$ cat src/rtl/seq_rca_pkg.sv
// rtl/seq_rca_pkg.sv - shared types and defaults for the sequential ripple-carry adder
`timescale 1ns/1ps
package seq_rca_pkg;

    localparam int DEF_WIDTH = 16;
    localparam int DEF_CHUNK = 4;

    typedef enum logic [1:0] {
        IDLE = 2'd0,
        ADD  = 2'd1,
        DONE = 2'd2
    } state_t;

    // Slice counter width; a single-slice adder still needs a 1-bit counter
    function automatic int cnt_width(input int nchunk);
        return (nchunk <= 1) ? 1 : $clog2(nchunk);
    endfunction

endpackage

$ cat src/rtl/rca_chunk.sv
// rtl/rca_chunk.sv - combinational W-bit ripple-carry adder slice
`timescale 1ns/1ps
module rca_chunk #(
    parameter int W = 4
) (
    input  logic [W-1:0] a,
    input  logic [W-1:0] b,
    input  logic         ci,
    output logic [W-1:0] s,
    output logic         co,
    output logic         c_msb
);

    // Ripple the carry bit by bit; the carry entering the top bit is kept for overflow
    always_comb begin
        logic carry;
        carry = ci;
        s     = '0;
        c_msb = 1'b0;
        for (int i = 0; i < W; i++) begin
            if (i == W - 1) begin
                c_msb = carry;
            end
            s[i]  = a[i] ^ b[i] ^ carry;
            carry = (a[i] & b[i]) | (a[i] & carry) | (b[i] & carry);
        end
        co = carry;
    end

endmodule

$ cat src/rtl/seq_rca.sv
// rtl/seq_rca.sv - multi-cycle ripple-carry adder, one CHUNK slice per clock (optional SEQ_RCA_SUB_EN adds subtract)
`timescale 1ns/1ps
module seq_rca
    import seq_rca_pkg::*;
#(
    parameter int WIDTH = DEF_WIDTH,
    parameter int CHUNK = DEF_CHUNK
) (
    input  logic             sysclk_125mhz,
    input  logic             rst,
    input  logic             in_valid,
    output logic             in_ready,
    input  logic [WIDTH-1:0] a,
    input  logic [WIDTH-1:0] b,
    input  logic             cin,
`ifdef SEQ_RCA_SUB_EN
    input  logic             sub,
`endif
    output logic             out_valid,
    input  logic             out_ready,
    output logic [WIDTH-1:0] sum,
    output logic             cout,
    output logic             ovf,
    output logic             busy
);

    localparam int NCHUNK = WIDTH / CHUNK;
    localparam int CNT_W  = cnt_width(NCHUNK);
    localparam logic [CNT_W-1:0] LAST = CNT_W'(NCHUNK - 1);

    // Reject configurations that cannot be split into whole slices
    generate
        if ((CHUNK > WIDTH) || ((WIDTH % CHUNK) != 0)) begin : g_bad_cfg
            $error("seq_rca: WIDTH must be a non-zero multiple of CHUNK");
        end
    endgenerate

    state_t           state;
    logic [CNT_W-1:0] cnt;
    logic             carry_q;
    logic [WIDTH-1:0] a_q;
    logic [WIDTH-1:0] b_q;
    logic [WIDTH-1:0] sum_q;
    logic             cout_q;
    logic             ovf_q;
    logic             in_ready_q;
    logic             out_valid_q;
    logic             busy_q;

    logic [WIDTH-1:0] b_eff;
    logic             cin_eff;
    int               slice_lo;
    logic [CHUNK-1:0] a_sl;
    logic [CHUNK-1:0] b_sl;
    logic [CHUNK-1:0] s_sl;
    logic             co_sl;
    logic             cmsb_sl;

    // Subtraction is a + ~b + 1, so the operand is inverted once at capture
`ifdef SEQ_RCA_SUB_EN
    assign b_eff   = sub ? ~b : b;
    assign cin_eff = sub ? 1'b1 : cin;
`else
    assign b_eff   = b;
    assign cin_eff = cin;
`endif

    // Pick the operand slice addressed by the chunk counter
    always_comb begin
        slice_lo = int'(cnt) * CHUNK;
        a_sl     = a_q[slice_lo +: CHUNK];
        b_sl     = b_q[slice_lo +: CHUNK];
    end

    rca_chunk #(
        .W(CHUNK)
    ) u_chunk (
        .a    (a_sl),
        .b    (b_sl),
        .ci   (carry_q),
        .s    (s_sl),
        .co   (co_sl),
        .c_msb(cmsb_sl)
    );

    // Control FSM: capture operands, add one slice per cycle, hold result until taken
    always_ff @(posedge sysclk_125mhz or negedge rst) begin
        if (!rst) begin
            state       <= IDLE;
            cnt         <= '0;
            carry_q     <= 1'b0;
            a_q         <= '0;
            b_q         <= '0;
            sum_q       <= '0;
            cout_q      <= 1'b0;
            ovf_q       <= 1'b0;
            in_ready_q  <= 1'b1;
            out_valid_q <= 1'b0;
            busy_q      <= 1'b0;
        end else begin
            case (state)
                IDLE: begin
                    if (in_valid && in_ready_q) begin
                        a_q        <= a;
                        b_q        <= b_eff;
                        carry_q    <= cin_eff;
                        cnt        <= '0;
                        sum_q      <= '0;
                        cout_q     <= 1'b0;
                        ovf_q      <= 1'b0;
                        in_ready_q <= 1'b0;
                        busy_q     <= 1'b1;
                        state      <= ADD;
                    end
                end
                ADD: begin
                    sum_q[slice_lo +: CHUNK] <= s_sl;
                    carry_q                  <= co_sl;
                    if (cnt == LAST) begin
                        cout_q      <= co_sl;
                        ovf_q       <= cmsb_sl ^ co_sl;
                        busy_q      <= 1'b0;
                        out_valid_q <= 1'b1;
                        state       <= DONE;
                    end else begin
                        cnt <= cnt + 1'b1;
                    end
                end
                DONE: begin
                    if (out_ready) begin
                        out_valid_q <= 1'b0;
                        in_ready_q  <= 1'b1;
                        state       <= IDLE;
                    end
                end
                default: begin
                    out_valid_q <= 1'b0;
                    busy_q      <= 1'b0;
                    in_ready_q  <= 1'b1;
                    state       <= IDLE;
                end
            endcase
        end
    end

    assign in_ready  = in_ready_q;
    assign out_valid = out_valid_q;
    assign busy      = busy_q;
    assign sum       = sum_q;
    assign cout      = cout_q;
    assign ovf       = ovf_q;

endmodule

$ cat config.mk
export PLATFORM = sky130hd
export DESIGN_NAME = seq_rca
export DESIGN_NICKNAME = d
export VERILOG_FILES = /design/src/rtl/seq_rca_pkg.sv /design/src/rtl/rca_chunk.sv /design/src/rtl/seq_rca.sv
export SDC_FILE = /design/constraint.sdc
export NUM_CORES = 1
export LEC_CHECK = 0
export ABC_CLOCK_PERIOD_IN_PS = 5400
export CAP_MARGIN = 20
export CORE_MARGIN = 2
export CORE_UTILIZATION = 44
export CTS_BUF_LIST = sky130_fd_sc_hd__clkbuf_2 sky130_fd_sc_hd__clkbuf_4 sky130_fd_sc_hd__clkbuf_8
export DETAILED_ROUTE_END_ITERATION = 6
export PLACE_DENSITY = 0.7
export SETUP_SLACK_MARGIN = 0.15
export SLEW_MARGIN = 20
export SYNTH_ARGS = -nofsm -noshare
export SYNTH_HDL_FRONTEND = slang
export SYNTH_SLANG_ARGS = --single-unit
$ cat constraint.sdc
create_clock -name sysclk_125mhz -period 5.4 [get_ports sysclk_125mhz]
set_input_delay 1.08 -clock sysclk_125mhz [delete_from_list [all_inputs] [get_ports sysclk_125mhz]]
set_output_delay 1.08 -clock sysclk_125mhz [all_outputs]
set_load 0.02 [all_outputs]
# --- After elaboration in Yosys (flattened, before gate mapping) ---
# Cells that the tools add are included.
classes:
  addsub: 2
  multipliers: 0
  div: 0
  magnitude_cmp: 0
  eq_ne: 7
  shift: 4
  n_mux: 25
  bitwise: 32
  reduce_logical: 11
op_table:
  columns: ["operator", "count"]
  rows:
  - ["negator 4 -> 33 bit", 1]
  - ["variable shift 4 x 33 -> 16 bit, first input constant", 1]
  - ["variable part select 4 x 33 -> 16 bit", 1]
  - ["one-hot mux 16 bit (2 select lines)", 1]
  - ["variable part select 16 x 5 -> 4 bit", 2]
  - ["AND reduction 3 bit", 6]
  - ["bitwise mux 16 bit", 1]
  - ["two-way mux 16 bit", 1]
  - ["bitwise AND 1 bit", 12]
  - ["two-way mux 2 bit", 5]
  - ["two-way mux 1 bit", 9]
  - ["one-hot mux 1 bit (3 select lines)", 3]
  - ["bitwise XOR 1 bit", 9]
  - ["inequality test 2 bit, second input constant", 4]
  - ["OR 1 bit", 8]
  - ["one-hot mux 1 bit (2 select lines)", 3]
  - ["one-hot mux 2 bit (3 select lines)", 1]
  - ["== test 2 bit, second input constant", 2]
  - ["one-hot mux 2 bit (2 select lines)", 1]
  - ["AND reduction 2 bit", 2]
  - ["inverter 1 bit", 3]
  - ["adder 2 x 1 -> 2 bit, second input constant", 1]
  - ["== test 2 x 1 -> 1 bit, second input constant", 1]
  - ["zero test 2 bit", 1]
  - ["other kinds (2)", 2]
totals:
  register_bits: 58
  latchBits: 0
  mem_bits_rw: 0
  rom_bits: 0
  output_inout_bits: 21
  n_memories: 0

# --- Depth between registers and ports, before layout ---
# Gate-level depths: netlist of run 1.
logic_depth:
  word_depth: 16
  depth_mapped: 9
  depth_no_buf: 8

# --- By module ---
# From an unflattened synthesis of run 1, not the netlist that was laid out.
hier_totals:
  hier_cells: 186
  area_unflattened_um2: 2683.8
modules_own_cells:
  columns: ["mod", "instances", "cells_per_inst", "area_each_um2", "seq_area_each_um2"]
  rows:
  - ["seq_rca", 1, 172, 2566.2, 1452.6]
  - ["rca_chunk", 1, 14, 117.6, 0.0]

# --- Worst setup path before layout of run 1 ---
# OpenSTA, ideal clock, no wires.
synth_path:
  path_kind: "reg-to-reg"
  startpoint: "register cnt[0]"
  endpoint: "register ovf_q, in the netlist ovf"
  setup_ns: 0.123
  t_arrival_ns: 2.645
  t_required_ns: 5.277
  slack_ns: 2.632
  stages_incl_launch_ff: 10
  synth_period_minus_slack_ns: 2.768
  cell_sequence: "dfrtp_1 -> buf_4 -> mux4_2 -> fa_1 -> inv_1 -> fa_1 -> fa_1 -> fa_1 -> xnor2_1 -> o2bb2ai_1"
synth_between:
  elab_chain_len: 16
  word_cells_on_any_way: 28
  cone_classes: "2 x eq/ne; 2 x shift; 2 x mux; 21 x bitwise; 1 x reduce/logical"
synth_lines:
  columns: ["item", "line", "text"]
  rows:
  - ["start, declared", "seq_rca.sv:39", "logic [CNT_W-1:0] cnt;"]
  - ["start signal, assigned", "seq_rca.sv:126", "cnt <= cnt + 1'b1;"]
  - ["variable part select 16 x 5 -> 4 bit (on tied branches)", "seq_rca.sv:71, seq_rca.sv:72", null]
  - ["bitwise AND 1 bit", "rca_chunk.sv:25", "carry = (a[i] & b[i]) | (a[i] & carry) | (b[i] & carry);"]
  - ["OR 1 bit (2 in a row)", "rca_chunk.sv:25", null]
  - ["bitwise AND 1 bit", "rca_chunk.sv:25", null]
  - ["OR 1 bit (2 in a row)", "rca_chunk.sv:25", null]
  - ["bitwise AND 1 bit", "rca_chunk.sv:25", null]
  - ["OR 1 bit (2 in a row)", "rca_chunk.sv:25", null]
  - ["bitwise AND 1 bit", "rca_chunk.sv:25", null]
  - ["OR 1 bit (2 in a row)", "rca_chunk.sv:25", null]
  - ["bitwise XOR 1 bit", "seq_rca.sv:121", "ovf_q <= cmsb_sl ^ co_sl;"]
  - ["two-way mux 1 bit", "seq_rca.sv:119", "if (cnt == LAST) begin"]
  - ["one-hot mux 1 bit (2 select lines)", "seq_rca.sv:101", "case (state)"]
  - ["end signal, assigned", "seq_rca.sv:121", null]
  - ["end, declared", "seq_rca.sv:45", "logic ovf_q;"]
# Parallel ways exist; a longest one is shown, timed or not. The select of a mux whose other input is x is not followed.
# A chain may end at the register's enable or synchronous reset.

# --- Final worst setup path of run 1 ---
layout_path:
  startpoint: "register cnt[0]"
  endpoint: "register sum_q[3], in the netlist sum[3]"
layout_between:
  elab_chain_len: 14
  word_cells_on_any_way: 30
  cone_classes: "1 x add/sub; 4 x shift; 2 x mux; 23 x bitwise"
layout_lines:
  columns: ["item", "line", "text"]
  rows:
  - ["variable part select 16 x 5 -> 4 bit (on tied branches)", "seq_rca.sv:71, seq_rca.sv:72", null]
  - ["bitwise AND 1 bit", "rca_chunk.sv:25", null]
  - ["OR 1 bit (2 in a row)", "rca_chunk.sv:25", null]
  - ["bitwise AND 1 bit", "rca_chunk.sv:25", null]
  - ["OR 1 bit (2 in a row)", "rca_chunk.sv:25", null]
  - ["bitwise AND 1 bit", "rca_chunk.sv:25", null]
  - ["OR 1 bit (2 in a row)", "rca_chunk.sv:25", null]
  - ["bitwise XOR 1 bit", "rca_chunk.sv:24", "s[i] = a[i] ^ b[i] ^ carry;"]
  - ["variable part select 4 x 33 -> 16 bit", "seq_rca.sv:117", "sum_q[slice_lo +: CHUNK] <= s_sl;"]
  - ["bitwise mux 16 bit *", "seq_rca.sv:117", null]
  - ["one-hot mux 16 bit (2 select lines) *", "seq_rca.sv:101", null]
  - ["end signal, assigned by index", "seq_rca.sv:117", null]
  - ["end, declared", "seq_rca.sv:43", "logic [WIDTH-1:0] sum_q;"]
# Mark *: on every way between the ends. The rest lies on a longest branch, timed or not.

==> impl_metrics.json, run 1 <==
{
  "vias": 1699,
  "gr-total-overflow": 0,
  "io_pins": 58,
  "core.rowCount": 28,
  "cts_tree": "done",
  "rsz0062_at_grt": "false",
  "ir_drop_mv": 0.275,
  "die_w_um": 81.9,
  "clock_power_share_pct": 20.0,
  "slowest_delay_ps": 830,
  "cts_buffer_depth": 2,
  "tns_ps": 0,
  "worstSetupStartpointType": "flip-flop",
  "place_congestion": 0.740,
  "fillers": 493,
  "drv_slew": 0,
  "slowest_stage": "dfrtp_1",
  "start_util_pct": 45.4,
  "drcViolationCount": 0,
  "wirelength_um": 5060,
  "dpl.cell_count": 306,
  "htree_levels": 3,
  "crit_family": "adder cells",
  "finalClockSkew_ps": 7.56,
  "leakage_nw": 1.50,
  "clkSinkCount": 58,
  "ctsHoldBuffers": 0,
  "stdcell_area_sq_um": 3470,
  "antenna-diode-count": 0,
  "syn2layout_area_growth_pct": 29.9,
  "ys_top_cells_by_area": "dfrtp_1 (53%), mux2_2 (13%), mux4_2 (6.7%)",
  "synthArstFlopShare_pct": 100,
  "p_int_mw": 1.35,
  "grt_max_degree": 59,
  "syn_area_sq_um": 2670,
  "numCtsBuffers": 9,
  "fin_crit_sh_pct": 56.1,
  "clkTransAtPathRegs_ps": 60,
  "crit_required_ps": 5650,
  "p_switching_mw": 0.703,
  "postSynthAreaPerCell_sq_um": 14.8,
  "yosysMostFrequentCell": "dfrtp_1",
  "ys.flop_type": "dfrtp_1",
  "synth.top_cell.area_share_pct": 53.4,
  "yosysTopAreaCell": "dfrtp_1",
  "root_buffer": "clkbuf_8",
  "ant_nets": 0,
  "finalSetupViolCount": 0,
  "die_area_sq_um": 6710,
  "instances_no_fill": 321,
  "synth_common_cells": "dfrtp_1 (57), mux2_2 (32), o2bb2ai_1 (18)",
  "yosysWarnings": 0,
  "syn-instance-count": 181,
  "pre_cts_ws_ps": 2360,
  "p_seq_share_pct": 38.1,
  "maxCapViolations": 0,
  "hold_path_class": "reg2reg",
  "cp-end-kind": "flip-flop",
  "firstDrtPassIters": 4,
  "hpwl_um": 3540,
  "cp.arrival_ps": 3280,
  "crit_buf_inv": 1,
  "core_area_sq_um": 5890,
  "p_per_area_nw_per_um2": 592,
  "synth_nets": 227,
  "io_buffers": 57,
  "tightestPinTransition_ps": 745,
  "min_period_ps": 3030,
  "synth_edf_count": 0,
  "drt-initial-drc-count": 53,
  "grt_usage_pct": 17.2,
  "run_status": "complete, no violations",
  "grt_pass1_wl_um": 8400,
  "drive_gt1_share_pct": 26.8,
  "synth.ff_latch_count": 58,
  "slew_headroom_pct": 50.3,
  "cp_max_fo": 16,
  "crit_chain": "mux4_2 -> fa_1 -> inv_1 -> fa_1 -> fa_1 -> fa_1 -> o2bb2ai_1",
  "grt_antenna_before_repair": 0,
  "crit_type": "reg2reg",
  "power.total_mw": 2.06,
  "place_area_sq_um": 3260,
  "via_per_inst": 5.29,
  "worst_slack_ps": 2370,
  "seq_area_frac_synth_pct": 54.4,
  "crit_top_cell": "fa_1",
  "hold_slack_ps": 492,
  "grt_pass1_vias": 1659,
  "cts_setup_buffers": 0,
  "fin_util_pct": 59.0,
  "insertion_delay_ps": 330,
  "p_comb_share_pct": 41.8,
  "fmax_mhz": 330,
  "p_sw_share_pct": 34.2,
  "finalHoldViolCount": 0,
  "die_h_um": 81.9,
  "wl_per_cell_um": 15.8,
  "synth_cell_types": 34,
  "cts.repair.resized": 0,
  "fin_nets": 288
}
==> layout make-up <==
cell class	instances	area (sq um)	share of cell area [%]
flip-flops and latches	58	1450	41.9
multi-input cells	102	1090	31.5
repair buffers	58	573	16.5
clock buffers	13	173	4.97
well taps	75	93.8	2.70
inverters	13	48.8	1.41
clock inverters	2	35.0	1.01
==> metal layers <==
metal	share of wire [%]	vias up	track usage [%]
li1	-	787	-
met1	49	860	24.6
met2	45	45	24.5
met3	4.4	7	5.05
met4	1.5	0	7.00
met5	0	-	0
==> logic make-up (layout without fill, tap and decap cells) <==
kind of cell	count (synthesis)	after routing	share of synthesized area (%)
AO/OA/AOI/OAI	32	32	10.2
XOR/XNOR	1	1	0.328
adder cells (fa/ha/maj)	9	9	5.34
buffers and inverters	21	86	4.64
flip-flops	58	58	54.4
multiplexers	41	41	20.8
AND/OR/NAND/NOR	19	19	4.36
==> registers in the layout, indices dropped and copies added (netlist names) <==
signal and cells:
ovf 1, state 2, busy 1, b_q 16, out_valid 1, cnt 2
a_q 16, sum 16, in_ready 1, cout 1, carry_q 1
==> worst paths after layout <==
kind                                  endpoint  slack [ps]                from  depth (start not counted)
max                         sum[3]$_DFFE_PN0P_        2370  cnt[0]$_DFFE_PN0P_                          7
min                         sum[6]$_DFFE_PN0P_         490  sum[6]$_DFFE_PN0P_                          1
max reg2reg                 sum[3]$_DFFE_PN0P_        2370  cnt[0]$_DFFE_PN0P_                          7
min reg2reg                 sum[6]$_DFFE_PN0P_         490  sum[6]$_DFFE_PN0P_                          1
max in group asynchronous   b_q[6]$_DFFE_PN0P_        4040                 rst                          2
min in group asynchronous  a_q[12]$_DFFE_PN0P_         890                 rst                          2
==> power by group through the flow <==
stage	registers [mW]	logic (mW)	clock network [mW]
after floorplan	0.792	0.569	0
after global placement	0.793	0.858	0
after detailed placement	0.791	0.865	0
after CTS	0.786	0.870	0.424
after global routing	0.816	0.940	0.442
final	0.784	0.860	0.412
==> layout by cell type, fill, tap and decap left out, types with 2 or more instances in the layout <==
cell type and count:
a21oi_1 3, nand3_1 3, nor3b_1 2, inv_1 13
nand2_1 5, o2bb2ai_1 18, mux4_2 8, a21oi_2 2
clkdlybuf4s50_1 56, o21ai_0 2, nor2_1 4, dfrtp_1 57
ha_1 5, clkbuf_8 12, fa_1 4, mux2_2 32
(Power assumes the default switching activity.)
==> inputs of run 2 (changes only) <==
--- a/config.mk
+++ b/config.mk
@@ -5,7 +5,7 @@
 export SDC_FILE = /design/constraint.sdc
 export NUM_CORES = 1
 export LEC_CHECK = 0
-export ABC_CLOCK_PERIOD_IN_PS = 5400
+export ABC_CLOCK_PERIOD_IN_PS = 3000
 export CAP_MARGIN = 20
 export CORE_MARGIN = 2
 export CORE_UTILIZATION = 44
==> constraint.sdc (replaced) <==
create_clock -name sysclk_125mhz -period 3 [get_ports sysclk_125mhz]
set_input_delay 0.6 -clock sysclk_125mhz [delete_from_list [all_inputs] [get_ports sysclk_125mhz]]
set_output_delay 0.6 -clock sysclk_125mhz [all_outputs]
set_load 0.02 [all_outputs]
==> run 2 against run 1 <==
  * Hold slack worse by 310 ps
  * Critical path depth is 1 higher
  * Final cell count is 1.2% higher
  * Sequential share of layout area is 0.34 points lower
  * Clock power is 79% higher
  * First-iteration DRC count is 81% higher
  * Via count is 1.7% lower
  * Critical path type unchanged
  * Highest routed layer unchanged
==> impl_metrics.json, run 2 (synthesis gave the netlist of run 1 again) <==
{
  "ant_nets": 0,
  "die_w_um": 81.9,
  "fin_crit_sh_pct": 89.2,
  "syn2layout_area_growth_pct": 31.1,
  "pre_cts_ws_ps": 273,
  "drcViolationCount": 0,
  "wl_per_cell_um": 16.0,
  "slew_headroom_pct": 57.0,
  "clkSinkCount": 58,
  "firstDrtPassIters": 4,
  "drv_slew": 0,
  "r2r-end": "ovf$_DFFE_PN0P_",
  "dpl.cell_count": 310,
  "start_util_pct": 45.4,
  "grt_max_degree": 41,
  "via_per_inst": 5.14,
  "root_buffer": "clkbuf_8",
  "io_pins": 58,
  "most-common-layout-cells": "dfrtp_1 (56), clkdlybuf4s50_1 (56), mux2_2 (32), o2bb2ai_1 (18), inv_1 (13)",
  "leakage_nw": 1.51,
  "clkTransAtPathRegs_ps": 60,
  "cts_buffer_depth": 2,
  "run_status": "complete, no violations",
  "tns_ps": 0,
  "die_area_sq_um": 6710,
  "finalSetupViolCount": 0,
  "vias": 1670,
  "grt_pass1_wl_um": 8570,
  "instances_no_fill": 325,
  "maxCapViolations": 0,
  "cp-end-kind": "flip-flop",
  "crit_type": "reg2reg",
  "cts_setup_buffers": 0,
  "stdcell_area_sq_um": 3500,
  "io_buffers": 57,
  "wirelength_um": 5220,
  "ctsHoldBuffers": 0,
  "min_period_ps": 2680,
  "insertion_delay_ps": 330,
  "gr-total-overflow": 0,
  "ff2ff_path_depth": 8,
  "power.total_mw": 3.77,
  "antenna-diode-count": 0,
  "cp.arrival_ps": 2890,
  "r2r-start": "cnt[0]$_DFFE_PN0P_",
  "finalClockSkew_ps": 8.31,
  "fin_nets": 292,
  "place_area_sq_um": 3290,
  "die_h_um": 81.9,
  "grt_pass1_vias": 1723,
  "cp_max_fo": 10,
  "worst_slack_ps": 323,
  "p_per_area_nw_per_um2": 1080,
  "core.rowCount": 28,
  "rsz0062_at_grt": "false",
  "htree_levels": 3,
  "drt-initial-drc-count": 96,
  "hold_path_class": "in2async",
  "grt_usage_pct": 17.8,
  "numCtsBuffers": 9,
  "rrSetupSlack_ps": 320,
  "place_congestion": 0.801,
  "hpwl_um": 3910,
  "cts_tree": "done",
  "core_area_sq_um": 5890,
  "tightestPinTransition_ps": 646,
  "drive_gt1_share_pct": 28.4,
  "crit_required_ps": 3220,
  "ir_drop_mv": 0.641,
  "fmax_mhz": 374,
  "worstSetupStartpointType": "flip-flop",
  "finalHoldViolCount": 0,
  "grt_antenna_before_repair": 0
}
-- run 2: cell count changes in the layout (fill, tap and decap cells not counted) --
cell / previous run / this run
dfrtp_2: 0 / 1
dfrtp_1: 57 / 56
buf_4: 1 / 5
-- run 2: where the power goes --
| part | leakage [nW] | total [mW] | switching (mW) | internal [mW] |
|---|---|---|---|---|
| Clock | 0.109 | 0.739 | 0.284 | 0.455 |
| Combinational | 0.668 | 1.65 | 0.768 | 0.883 |
| Sequential | 0.737 | 1.38 | 0.244 | 1.13 |
| Total | 1.51 | 3.77 | 1.30 | 2.47 |
-- run 2: through the flow --
step	util, %	hold slack (ps)
final	59.5	181
after global routing	59.5	198
after CTS	59.5	178
after detailed placement	56.0	476
after global placement	56.0	476
after floorplan	-	304
-- run 2: worst max-delay path by stage --
| stage | slack, ps | to | startpoint | cells after the start |
|---|---|---|---|---|
| after global routing | 170 | ovf$_DFFE_PN0P_ | cnt[0]$_DFFE_PN0P_ | 8 |
| after floorplan | 230 | ovf$_DFFE_PN0P_ | cnt[0]$_DFFE_PN0P_ | 9 |
| after detailed placement | 270 | ovf$_DFFE_PN0P_ | cnt[0]$_DFFE_PN0P_ | 8 |
| after CTS | 270 | ovf$_DFFE_PN0P_ | cnt[0]$_DFFE_PN0P_ | 8 |
| final | 320 | ovf$_DFFE_PN0P_ | cnt[0]$_DFFE_PN0P_ | 8 |
| after global placement | 360 | ovf$_DFFE_PN0P_ | cnt[0]$_DFFE_PN0P_ | 8 |
-- run 2: critical path: stages, from the launching register on --
cell       delay [ps]
dfrtp_2           460
buf_4             200
mux4_2            330
inv_1              50
fa_1              400
fa_1              430
fa_1              450
xnor2_1           170
o2bb2ai_1          80
-- run 2: cell type report --
type / instances / area (sq um)
fillers: 468 / 2380
flip-flops and latches: 58 / 1450
multi-input cells: 102 / 1090
repair buffers: 62 / 603
clock buffers: 13 / 173
well taps: 75 / 93.8
inverters: 13 / 48.8
clock inverters: 2 / 35.0
-- run 2: what timing repair did --
action,CTS,global route
endpoints found under the setup margin,0,1
hold endpoints to repair,0,0
resized for setup,0,1
-- run 2: routing by layer --
metal / vias up / wire length [um] / GRT usage (%)
met2: 42 / 2430 / 26.4
li1: 795 / - / -
met4: 0 / 80 / 10.0
met5: - / 0 / 0
met1: 827 / 2490 / 24.5
met3: 6 / 216 / 3.63
==> inputs of run 3 (changes only) <==
--- a/config.mk
+++ b/config.mk
@@ -12,8 +12,6 @@
 export CTS_BUF_LIST = sky130_fd_sc_hd__clkbuf_2 sky130_fd_sc_hd__clkbuf_4 sky130_fd_sc_hd__clkbuf_8
 export DETAILED_ROUTE_END_ITERATION = 6
 export PLACE_DENSITY = 0.7
-export SETUP_SLACK_MARGIN = 0.15
-export SLEW_MARGIN = 20
 export SYNTH_ARGS = -nofsm -noshare
 export SYNTH_HDL_FRONTEND = slang
 export SYNTH_SLANG_ARGS = --single-unit
==> run 3 against run 2 <==
  * Clock skew barely moved
  * Sequential share of layout area is essentially flat
  * Global-route usage did not move
  * Critical path depth stayed put
  * Wire length stayed put
  * Flip-flop and latch count is the same
  * Total power hardly changed
  * Clock-buffer cell count is the same
  * Register-to-register slack worse by 30 ps
  * Non-clock buffer count unchanged
  * Clock power is essentially flat
  * Core utilization about the same
  * Critical endpoint unchanged
  * Highest routed layer unchanged
==> impl_metrics.json, run 3 (synthesis gave the netlist of run 1 again) <==
{
  "run_status": "complete, no violations",
  "grt_pass1_wl_um": 8570,
  "clkSinkCount": 58,
  "hpwl_um": 3910,
  "cts.repair.resized": 0,
  "drv_slew": 0,
  "antenna-diode-count": 0,
  "cts_buffer_depth": 2,
  "fin_crit_sh_pct": 90.1,
  "place_congestion": 0.801,
  "p_comb_share_pct": 43.9,
  "io_pins": 58,
  "crit_required_ps": 3220,
  "grt_usage_pct": 17.8,
  "cts_tree": "done",
  "finalSetupViolCount": 0,
  "p_per_area_nw_per_um2": 1080,
  "slew_headroom_pct": 57.0,
  "firstDrtPassIters": 4,
  "die_area_sq_um": 6710,
  "tightestPinTransition_ps": 646,
  "p_sw_share_pct": 34.4,
  "wl_met1_um": 2490,
  "root_buffer": "clkbuf_8",
  "numCtsBuffers": 9,
  "drive_gt1_share_pct": 28.0,
  "wl_per_cell_um": 16.0,
  "cp.arrival_ps": 2920,
  "io_buffers": 57,
  "crit_type": "reg2reg",
  "grt_antenna_before_repair": 0,
  "fin_util_pct": 59.5,
  "core.rowCount": 28,
  "core_area_sq_um": 5890,
  "syn2layout_area_growth_pct": 31.1,
  "ctsHoldBuffers": 0,
  "met2_length_um": 2430,
  "maxCapViolations": 0,
  "tns_ps": 0,
  "final_common_cell": "dfrtp_1",
  "ir_drop_mv": 0.641,
  "ff2ff_path_depth": 8,
  "die_w_um": 81.9,
  "fin_nets": 292,
  "fillers": 469,
  "p_int_mw": 2.47,
  "cts_setup_buffers": 0,
  "start_util_pct": 45.4,
  "grt_max_degree": 41,
  "p_seq_share_pct": 36.5,
  "insertion_delay_ps": 330,
  "clkTransAtPathRegs_ps": 60,
  "cp_max_fo": 10,
  "die_h_um": 81.9,
  "finalHoldViolCount": 0,
  "wirelength_um": 5220,
  "leakage_nw": 1.51,
  "hold_path_class": "in2async",
  "ant_nets": 0,
  "finalClockSkew_ps": 8.31,
  "fmax_mhz": 370,
  "min_period_ps": 2700,
  "dr.max_layer_used": "met4",
  "clock_power_share_pct": 19.6,
  "drcViolationCount": 0,
  "wl_met3_um": 216,
  "grt_pass1_vias": 1723,
  "rsz0062_at_grt": "false",
  "worst_slack_ps": 297,
  "worstSetupStartpointType": "flip-flop",
  "p_switching_mw": 1.30,
  "htree_levels": 3,
  "power.total_mw": 3.77,
  "via_per_inst": 5.14,
  "gr-total-overflow": 0,
  "most-common-layout-cells": "dfrtp_1 (57), clkdlybuf4s50_1 (56), mux2_2 (32), o2bb2ai_1 (18), inv_1 (13)",
  "vias": 1670,
  "drt-initial-drc-count": 96,
  "pre_cts_ws_ps": 273,
  "cp-end-kind": "flip-flop"
}
## run 3: cell counts in the layout (fill, tap and decap cells not counted)
No cell type changed its count.
## run 3: layer usage
layer  global-route usage, %  up-vias
met2                    26.4       42
met3                    3.63        6
li1                        -      795
met4                    10.0        0
met5                       0        -
met1                    24.5      827
## run 3: power groups by stage
stage,clock (mW),combinational [mW],sequential (mW)
2_1_floorplan,0,1.02,1.43
3_3_place_gp,0,1.64,1.39
3_5_place_dp,0,1.66,1.39
4_1_cts,0.759,1.68,1.38
5_1_grt,0.797,1.79,1.42
6_report,0.739,1.65,1.38
## run 3: metrics by stage
step	hold WS [ps]	instances	cell area, sq um
after detailed placement	476	310	3290
after floorplan	304	181	2670
after CTS	178	325	3500
after global routing	198	325	3500
final	181	325	3500
after global placement	476	310	3290
## run 3: layout make-up
cell class | instances | area (sq um) | area share, %
Sequential cell | 58 | 1450 | 41.5
Clock buffer | 13 | 173 | 4.93
Timing Repair Buffer | 62 | 603 | 17.2
Clock inverter | 2 | 35.0 | 1.00
Inverter | 13 | 48.8 | 1.39
Tap cell | 75 | 93.8 | 2.68
Multi-Input combinational cell | 102 | 1090 | 31.3
## run 3: path summary, 6_finish.rpt
kind | end | from | slack, ps
min in group sysclk_125mhz | sum[5]$_DFFE_PN0P_ | sum[5]$_DFFE_PN0P_ | 490
worst max register to register | ovf$_DFFE_PN0P_ | cnt[0]$_DFFE_PN0P_ | 300
worst min register to register | sum[5]$_DFFE_PN0P_ | sum[5]$_DFFE_PN0P_ | 490
worst max-delay path | ovf$_DFFE_PN0P_ | cnt[0]$_DFFE_PN0P_ | 300
max in group asynchronous | in_ready$_DFFE_PN1P_ | rst | 2120
worst min-delay path | a_q[12]$_DFFE_PN0P_ | rst | 180
## run 3: worst max-delay path: stages (launching register included)
cell       delay, ps
dfrtp_1          460
buf_4            220
mux4_2           330
inv_1             50
fa_1             400
fa_1             430
fa_1             450
xnor2_1          170
o2bb2ai_1         80
